--- config.mk ---
export PLATFORM = sky130hd
export DESIGN_NAME = mppt_reg_bank_flat
export DESIGN_NICKNAME = d
export VERILOG_FILES = /design/src/rtl/mppt_reg_bank_if.sv /design/src/rtl/mppt_reg_bank.sv /design/src/flat_wrapper.sv
export SDC_FILE = /design/constraint.sdc
export NUM_CORES = 1
export LEC_CHECK = 0
export ABC_CLOCK_PERIOD_IN_PS = 3000
export BUFFER_PORTS_ARGS = -buffer_cell sky130_fd_sc_hd__buf_2
export CORE_MARGIN = 2
export CORE_UTILIZATION = 57
export CTS_BUF_LIST = sky130_fd_sc_hd__clkbuf_16
export DETAILED_ROUTE_END_ITERATION = 10
export HOLD_SLACK_MARGIN = 0.15
export PLACE_DENSITY = 0.81
export SLEW_MARGIN = 20
export SYNTH_ARGS = -nofsm -noshare
export SYNTH_HDL_FRONTEND = slang
export SYNTH_SLANG_ARGS = --single-unit
export TNS_END_PERCENT = 100
--- constraint.sdc ---
create_clock -name clk -period 3 [get_ports clk]
set_input_delay 0.45 -clock clk [delete_from_list [all_inputs] [get_ports clk]]
set_output_delay 0.45 -clock clk [all_outputs]
set_load 0.1 [all_outputs]
--- src/rtl/mppt_reg_bank_if.sv ---
// mppt_reg_bank_if
//   Byte-wide register access bus between the UART/Modbus RTU front end
//   (master) and the MPPT register bank (slave).
//   reg_addr   8  register address
//   reg_wdata  8  write data
//   reg_write  1  single-cycle write strobe
//   reg_read   1  single-cycle read strobe
//   reg_rdata  8  registered read data, valid the cycle after reg_read
interface mppt_reg_bank_if;
   logic [7:0] reg_addr;
   logic [7:0] reg_wdata;
   logic       reg_write;
   logic       reg_read;
   logic [7:0] reg_rdata;

   modport master (
      output reg_addr,
      output reg_wdata,
      output reg_write,
      output reg_read,
      input  reg_rdata
   );

   modport slave (
      input  reg_addr,
      input  reg_wdata,
      input  reg_write,
      input  reg_read,
      output reg_rdata
   );
endinterface

--- src/rtl/mppt_reg_bank.sv ---
// mppt_reg_bank
//   Modbus-visible register bank for the MPPT controller. Holds the control
//   registers driving the MPPT core, captures 16-bit measurements coherently
//   for byte-wise reads, latches fault flags and runs a communications
//   watchdog that drops mppt_enable when the host goes silent.
// Ports
//   clk, rst_n        system clock, asynchronous active-low reset
//   bus (slave)       register read/write strobes, address, data, read data
//   tick_1ms          single-cycle timebase pulse for the watchdog
//   pv_voltage/current/power  16-bit measurements (read via shadows)
//   mppt_locked       MPPT core tracking status
//   fault_in[3:0]     fault levels (OV, OC, OT, UV)
//   mppt_enable       CTRL[0] gated by the watchdog
//   manual_mode       CTRL[1]
//   duty_manual       manual duty command
//   vref, vref_update committed voltage reference and its one-cycle pulse
//   wdt_expired       watchdog expired flag
module mppt_reg_bank #(
   parameter logic [7:0]  DEVICE_ID   = 8'hA5,
   parameter int unsigned WDT_TIMEOUT = 1000
) (
   input  logic        clk,
   input  logic        rst_n,
   mppt_reg_bank_if.slave bus,
   input  logic        tick_1ms,
   input  logic [15:0] pv_voltage,
   input  logic [15:0] pv_current,
   input  logic [15:0] pv_power,
   input  logic        mppt_locked,
   input  logic [3:0]  fault_in,
   output logic        mppt_enable,
   output logic        manual_mode,
   output logic [7:0]  duty_manual,
   output logic [15:0] vref,
   output logic        vref_update,
   output logic        wdt_expired
);

   localparam logic [15:0] WDT_LIMIT = 16'(WDT_TIMEOUT);

   localparam logic [7:0] A_ID      = 8'h00;
   localparam logic [7:0] A_CTRL    = 8'h01;
   localparam logic [7:0] A_STATUS  = 8'h02;
   localparam logic [7:0] A_FAULT   = 8'h03;
   localparam logic [7:0] A_DUTY    = 8'h04;
   localparam logic [7:0] A_VREF_LO = 8'h05;
   localparam logic [7:0] A_VREF_HI = 8'h06;
   localparam logic [7:0] A_PV_V_LO = 8'h10;
   localparam logic [7:0] A_PV_V_HI = 8'h11;
   localparam logic [7:0] A_PV_I_LO = 8'h12;
   localparam logic [7:0] A_PV_I_HI = 8'h13;
   localparam logic [7:0] A_PV_P_LO = 8'h14;
   localparam logic [7:0] A_PV_P_HI = 8'h15;
   localparam logic [7:0] A_SCRATCH = 8'h20;

   logic        wr;
   logic        rd;
   logic [7:0]  addr;
   logic [7:0]  wdata;

   logic [2:0]  ctrl;
   logic [3:0]  fault;
   logic [7:0]  duty;
   logic [7:0]  vref_lo;
   logic        vref_pending;
   logic [15:0] vref_q;
   logic        vref_upd_q;
   logic [7:0]  scratch;
   logic [15:0] sh_v;
   logic [15:0] sh_i;
   logic [15:0] sh_p;
   logic [15:0] wdt_cnt;
   logic [15:0] wdt_cnt_next;
   logic        wdt_exp;
   logic [7:0]  rdata_q;
   logic [7:0]  rdata_next;
   logic [3:0]  fault_clr;

   assign wr    = bus.reg_write;
   assign rd    = bus.reg_read;
   assign addr  = bus.reg_addr;
   assign wdata = bus.reg_wdata;

   // ---------------------------------------------------------------------
   // Read path: the mux sees pre-write state, so a simultaneous read and
   // write returns the old value. LO reads return the live input, which is
   // the same value being captured into the shadow on this edge.
   // ---------------------------------------------------------------------
   always_comb begin
      rdata_next = 8'h00;
      unique case (addr)
         A_ID:      rdata_next = DEVICE_ID;
         A_CTRL:    rdata_next = {5'b0, ctrl};
         A_STATUS:  rdata_next = {5'b0, vref_pending, wdt_exp, mppt_locked};
         A_FAULT:   rdata_next = {4'b0, fault};
         A_DUTY:    rdata_next = duty;
         A_VREF_LO: rdata_next = vref_lo;
         A_VREF_HI: rdata_next = vref_q[15:8];
         A_PV_V_LO: rdata_next = pv_voltage[7:0];
         A_PV_V_HI: rdata_next = sh_v[15:8];
         A_PV_I_LO: rdata_next = pv_current[7:0];
         A_PV_I_HI: rdata_next = sh_i[15:8];
         A_PV_P_LO: rdata_next = pv_power[7:0];
         A_PV_P_HI: rdata_next = sh_p[15:8];
         A_SCRATCH: rdata_next = scratch;
         default:   rdata_next = 8'h00;
      endcase
   end

   always_ff @(posedge clk or negedge rst_n) begin
      if (!rst_n) begin
         rdata_q <= 8'h00;
         sh_v    <= 16'h0000;
         sh_i    <= 16'h0000;
         sh_p    <= 16'h0000;
      end else if (rd) begin
         rdata_q <= rdata_next;
         if (addr == A_PV_V_LO) sh_v <= pv_voltage;
         if (addr == A_PV_I_LO) sh_i <= pv_current;
         if (addr == A_PV_P_LO) sh_p <= pv_power;
      end
   end

   // ---------------------------------------------------------------------
   // Control / configuration registers
   // ---------------------------------------------------------------------
   always_ff @(posedge clk or negedge rst_n) begin
      if (!rst_n) begin
         ctrl         <= 3'b001;
         duty         <= 8'h80;
         vref_lo      <= 8'h00;
         vref_pending <= 1'b0;
         vref_q       <= 16'h0000;
         vref_upd_q   <= 1'b0;
         scratch      <= 8'h00;
      end else begin
         vref_upd_q <= 1'b0;
         if (wr) begin
            unique case (addr)
               A_CTRL:    ctrl <= wdata[2:0];
               A_DUTY:    duty <= wdata;
               A_VREF_LO: begin
                  vref_lo      <= wdata;
                  vref_pending <= 1'b1;
               end
               A_VREF_HI: begin
                  vref_q       <= {wdata, vref_lo};
                  vref_pending <= 1'b0;
                  vref_upd_q   <= 1'b1;
               end
               A_SCRATCH: scratch <= wdata;
               default:   ;
            endcase
         end
      end
   end

   // ---------------------------------------------------------------------
   // Sticky faults: a live fault level always wins over a W1C clear.
   // ---------------------------------------------------------------------
   assign fault_clr = (wr && addr == A_FAULT) ? wdata[3:0] : 4'h0;

   always_ff @(posedge clk or negedge rst_n) begin
      if (!rst_n) begin
         fault <= 4'h0;
      end else begin
         fault <= (fault & ~fault_clr) | fault_in;
      end
   end

   // ---------------------------------------------------------------------
   // Communications watchdog: up-count of tick_1ms periods since the last
   // host access, saturating at the limit.
   // ---------------------------------------------------------------------
   always_comb begin
      wdt_cnt_next = wdt_cnt;
      if (rd || wr || !ctrl[2]) begin
         wdt_cnt_next = 16'h0000;
      end else if (tick_1ms && wdt_cnt < WDT_LIMIT) begin
         wdt_cnt_next = wdt_cnt + 16'd1;
      end
   end

   always_ff @(posedge clk or negedge rst_n) begin
      if (!rst_n) begin
         wdt_cnt <= 16'h0000;
         wdt_exp <= 1'b0;
      end else begin
         wdt_cnt <= wdt_cnt_next;
         // Only a CTRL write re-arms; disabling the watchdog leaves the flag.
         if (wr && addr == A_CTRL) begin
            wdt_exp <= 1'b0;
         end else if (wdt_cnt_next == WDT_LIMIT) begin
            wdt_exp <= 1'b1;
         end
      end
   end

   // ---------------------------------------------------------------------
   // Outputs
   // ---------------------------------------------------------------------
   assign bus.reg_rdata = rdata_q;
   assign mppt_enable   = ctrl[0] & ~wdt_exp;
   assign manual_mode   = ctrl[1];
   assign duty_manual   = duty;
   assign vref          = vref_q;
   assign vref_update   = vref_upd_q;
   assign wdt_expired   = wdt_exp;

endmodule

--- src/flat_wrapper.sv ---
// flat-port wrapper written by rule: the top's interface ports become plain ports
module mppt_reg_bank_flat 
#(
   parameter logic [7:0]  DEVICE_ID   = 8'hA5,
   parameter int unsigned WDT_TIMEOUT = 1000
)
  (clk, rst_n, tick_1ms, pv_voltage, pv_current, pv_power, mppt_locked, fault_in, mppt_enable, manual_mode, duty_manual, vref, vref_update, wdt_expired, bus_reg_addr, bus_reg_wdata, bus_reg_write, bus_reg_read, bus_reg_rdata);
  mppt_reg_bank_if bus_i ();
  input  logic clk;
  input  logic rst_n;
  input  logic tick_1ms;
  input  logic [15:0] pv_voltage;
  input  logic [15:0] pv_current;
  input  logic [15:0] pv_power;
  input  logic mppt_locked;
  input  logic [3:0] fault_in;
  output logic mppt_enable;
  output logic manual_mode;
  output logic [7:0] duty_manual;
  output logic [15:0] vref;
  output logic vref_update;
  output logic wdt_expired;
  input wire logic [$bits(bus_i.reg_addr)-1:0] bus_reg_addr;
  input wire logic [$bits(bus_i.reg_wdata)-1:0] bus_reg_wdata;
  input wire logic [$bits(bus_i.reg_write)-1:0] bus_reg_write;
  input wire logic [$bits(bus_i.reg_read)-1:0] bus_reg_read;
  output wire logic [$bits(bus_i.reg_rdata)-1:0] bus_reg_rdata;
  assign bus_i.reg_addr = bus_reg_addr;
  assign bus_i.reg_wdata = bus_reg_wdata;
  assign bus_i.reg_write = bus_reg_write;
  assign bus_i.reg_read = bus_reg_read;
  assign bus_reg_rdata = bus_i.reg_rdata;
  mppt_reg_bank #(.DEVICE_ID(DEVICE_ID), .WDT_TIMEOUT(WDT_TIMEOUT)) u_core (.clk(clk), .rst_n(rst_n), .bus(bus_i), .tick_1ms(tick_1ms), .pv_voltage(pv_voltage), .pv_current(pv_current), .pv_power(pv_power), .mppt_locked(mppt_locked), .fault_in(fault_in), .mppt_enable(mppt_enable), .manual_mode(manual_mode), .duty_manual(duty_manual), .vref(vref), .vref_update(vref_update), .wdt_expired(wdt_expired));
endmodule
Word-level counts from Yosys, hierarchy flattened
Cells that the tools add are included.
Operators by class
  multiplexer cells: 9
  bitwise gates (word level): 5
  $add $sub $neg: 1
  reductions and logical operators: 18
  $lt $le $gt $ge: 1
  equal/unequal tests: 14
Operators with widths (number)
  $pmux W8 S14: 1
  $eq A8 B5 Y1 const B: 6
  $mux W16: 2
  $eq A8 B3 Y1 const B: 3
  $reduce_and A2 Y1: 9
  $add A16 B1 Y16 const B: 1
  $eq A16 B10 Y1 const B: 1
  $eq A8 B2 Y1 const B: 2
  $lt A16 B10 Y1 const B: 1
  $eq A8 B1 Y1 const B: 1
  $eq A8 B6 Y1 const B: 1
  $logic_not A8 Y1: 1
  $and A4 B4 Y4: 1
  $mux W1: 4
  $mux W4: 1
  $not A4 Y4: 1
  $or A4 B4 Y4: 1
  $reduce_bool A2 Y1: 2
  $logic_and A1 B1 Y1: 3
  $logic_or A1 B1 Y1: 2
  $pmux W1 S2: 1
  $and A1 B1 Y1: 1
  $logic_not A1 Y1: 1
  $not A1 Y1: 1
Word-level totals
  output and inout bits: 36
  logic and storage cells: 62
  register bits: 122
  input port bits: 74

Longest topological paths before layout
  depth in word-level cells: 7
  mapped depth: 8
  depth with buffers taken out: 5

Worst setup path before layout
OpenSTA, ideal clock, no wires.
  kind: register to output
  from: register u_core.wdt_exp (netlist: u_core.wdt_expired)
  to: output port mppt_enable
  cell stages (with the launch flop): 2
  data required time: 2.550 ns
  arrival: 2.234 ns
  setup slack: 0.316 ns
  buffers on the path: 0
  cells stage by stage: dfrtp_1 > nor2b_1
On the way
  word-level cells in the longest chain between the ends: 2
Ends and longest elaborated chain
  start: declaration: line mppt_reg_bank.sv:74  | logic wdt_exp;
  start signal: assignment: line mppt_reg_bank.sv:187  | wdt_exp <= 1'b0;
  start signal: assignment: line mppt_reg_bank.sv:192  | wdt_exp <= 1'b0;
  start signal: assignment: line mppt_reg_bank.sv:194  | wdt_exp <= 1'b1;
  $not A1 Y1: line mppt_reg_bank.sv:203  | assign mppt_enable = ctrl[0] & ~wdt_exp;
  $and A1 B1 Y1: line mppt_reg_bank.sv:203
  end: declaration: line flat_wrapper.sv:17  | output logic mppt_enable;
Every way passes these cells.

Final worst setup path
  from: input port bus_reg_addr[1]
  to: register u_core.scratch[5]
On the way
  word-level cells in the longest chain between the ends: 2
Ends and longest elaborated chain
  start: declaration: line flat_wrapper.sv:23  | input wire logic [$bits(bus_i.reg_addr)-1:0] bus_reg_addr;
  $eq A8 B6 Y1: line mppt_reg_bank.sv:139  | unique case (addr)
  $reduce_and A2 Y1 (no source line)
  end signal: assignment: line mppt_reg_bank.sv:151  | A_SCRATCH: scratch <= wdata;
  end: declaration: line mppt_reg_bank.sv:68  | logic [7:0] scratch;
Every way passes these cells.
A chain may end at the register's enable or synchronous reset.

==> flow_summary.ini <==
[placed_design]
dpl.hpwl_um = 9350
portBuffers = 109
place_ws_ns = 0.549
gp_congestion = 0.934

[sta]
period_minus_slack_ns = 2.16
finalSetupViolCount = 0
fin_crit_sh_pct = 72.0
max_slew.worst_pin.slew_ns = 0.745
slew_headroom_pct = 50.4
skew_ns = 0.00650
grt_setup_unrepaired = false
slew_violations = 0
hold_viol = 0
fin_ws_ns = 0.841
finalSetupTns_ns = 0
fmax_ghz = 0.463

[cells_and_area]
final_nets = 600
synthToLayoutAreaGrowth_pct = 19.9
insertedDiodeCount = 0
drive_above_1_share_pct = 41.5

[critical_path]
cp.arrival_ns = 2.39
crit_chain = buf_2, nor4_2, and4b_1, nand2_1, mux2_2
required_ns = 3.23
cp_slowest_cell = nor4_2
critical_path.max_fanout = 20
endpoint_kind = flip-flop
crit_type = in2reg
cpPeakStageDelay_ns = 0.59
crit_path_start_kind = input port

[hold_path]
hold_class = in2async

[detailed_routing]
routed_wl_um = 12700
ant_nets = 0
vias = 3893
route.detailed.drc = 0
wl_per_cell_um = 20.0
first_pass_iters = 5
first_iter_violations = 275
vias_per_cell = 6.13

[run]
maxCapViolCount = 0

[yosys]
yosys-top-cells-area = dfrtp_1, mux2_2, mux2i_1, nand2_1, nor2_1
async_flop_share_pct = 100
yosysSeqAreaShare_pct = 50.2
syn_area_um2 = 4890
syn_avg_cell_area_um2 = 11.9
syn_inst = 413
synth_flop_cell = dfrtp_1
synth-edff-count = 0
ys_warn_count = 0
synth-seq-cells = 98
synth_top_area_share_pct = 49.1
synth_cell_types = 65
syn-num-nets = 488
synth_top_area_cell = dfrtp_1

[grt]
grt_antenna_before_repair = 0
grt.total_usage_pct = 27.6
grt-ovfl-total = 0
grt_pass1_wl_um = 20700
grt_max_degree = 59
grt_pass1_vias = 3944

[clock_network]
clkLatencyLatePin_ns = 0.34
cts-htree-levels = 3
clock-root-buffer = clkbuf_16
cts_hold_buf = 0
clk_pin_slew_ns = 0.07
clock-sinks = 98
postCtsResizedCells = 0
cts_buffer_depth = 2
cts_made_buffers = 9
cts_tree = built
cts_setup_buffers = 0

[power]
irDropWorstVdd_uv = 350
total_leakage_power_nw = 2.88
power_density_nw_per_um2 = 494

[die]
num_io_pins = 110
die_h_um = 96.7
std_cell_rows = 33
dieArea_um2 = 9340
chipWidth_um = 96.7
initial_core_util_pct = 59.3
core-area_um2 = 8260

[status]
outcome = finished, final reports clean
## critical path: cells and delay by family
kind	cells	cell delay, ns
AND/OR/NAND/NOR	3	1.33
multiplexers	1	0.36
buffers and inverters	1	0.24
## metal layers
layer  up-vias  part of all wire, %  routed length (µm)  GRT usage, %
li1       1757                    -                   -             -
met1      1915                   41                5250          38.2
met2       189                   49                6230          44.2
met3        32                  7.5                 957          6.21
met4         0                  2.2                 276          7.80
met5         -                    0                   0             0
## cell usage after synthesis (all sizes together) (4+ instances only)
master,instances
dfrtp,96
mux2,67
nand2,22
nor2,21
mux2i,18
inv,12
nand3,12
and3,11
a21oi,10
clkbuf,10
nor4,9
o21ai,9
buf,8
nor3,8
and2,7
nor2b,7
a22o,6
o22ai,5
a2111oi,4
a21o,4
a22oi,4
o211ai,4
or2,4
or3,4
xnor2,4
## cell type report
cell class                      instances  area, µm²
Inverter                               12       45.0
Timing Repair Buffer                  119        623
Fill cell                             630       2390
Sequential cell                        98       2450
Clock inverter                          7       76.3
Multi-Input combinational cell        285       2310
Clock buffer                            9        225
Tap cell                              105        131
## state kept, by name, indices dropped and copies added, names as in the netlist, 8 cells and up
| name | cells |
|---|---|
| u_core.bus.reg_rdata | 8 |
| u_core.duty_manual | 8 |
| u_core.scratch | 8 |
| u_core.sh_i | 8 |
| u_core.sh_p | 8 |
| u_core.sh_v | 8 |
| u_core.vref | 16 |
| u_core.vref_lo | 8 |
| u_core.wdt_cnt | 16 |
## final timing paths
kind	from	endpoint	slack (ns)	cells past startpoint
worst min register to register	u_core.fault[0]	u_core.fault[0]	0.50	1
worst max register to register	u_core.wdt_cnt[15]	u_core.wdt_expired	0.88	5
max in group asynchronous	rst_n	u_core.duty_manual[7]	1.96	2
worst min-delay path	rst_n	u_core.wdt_cnt[7]	0.16	1
worst max-delay path	bus_reg_addr[1]	u_core.scratch[5]	0.84	5
min in group clk	fault_in[1]	u_core.fault[1]	0.29	2
## kinds of logic after synthesis
group,synth area share [%]
multiplexers,20.5
adder cells (fa/ha/maj),0.256
flip-flops,50.2
buffers and inverters,2.58
XOR/XNOR,1.07
AND/OR/NAND/NOR,14.9
AO/OA/AOI/OAI,10.6
## placed cells by master (no fill, tap or decap), drive strengths merged, types with 10 or more instances in the layout
| master | Yosys | routed |
|---|---|---|
| a21oi | 10 | 10 |
| and3 | 11 | 11 |
| buf | 8 | 119 |
| dfrtp | 96 | 96 |
| inv | 12 | 14 |
| mux2 | 67 | 67 |
| mux2i | 18 | 18 |
| nand2 | 22 | 22 |
| nand3 | 12 | 12 |
| nor2 | 21 | 21 |
## stage by stage
step / area [µm²] / power (W) / hold slack, ns / utilization (%) / std cells
final: 5870 / 0.00290 / 0.164 / 71.1 / 635
after global routing: 5870 / 0.00300 / 0.228 / 71.1 / 635
after detailed placement: 5570 / 0.00175 / 0.485 / 67.4 / 619
after global placement: 5570 / 0.00174 / 0.466 / 67.4 / 619
after CTS: 5870 / 0.00292 / 0.199 / 71.1 / 635
after floorplan: 4890 / 0.00161 / 0.154 / - / 413
## report_power, final
| part | internal (W) | total [W] | switching [W] |
|---|---|---|---|
| clock | 0.000653 | 0.00117 | 0.000521 |
| sequential | 0.00136 | 0.00139 | 0.0000300 |
| combinational | 0.000111 | 0.000334 | 0.000223 |
| total | 0.00213 | 0.00290 | 0.000774 |
No activity file was read; power rests on OpenSTA's default activity.
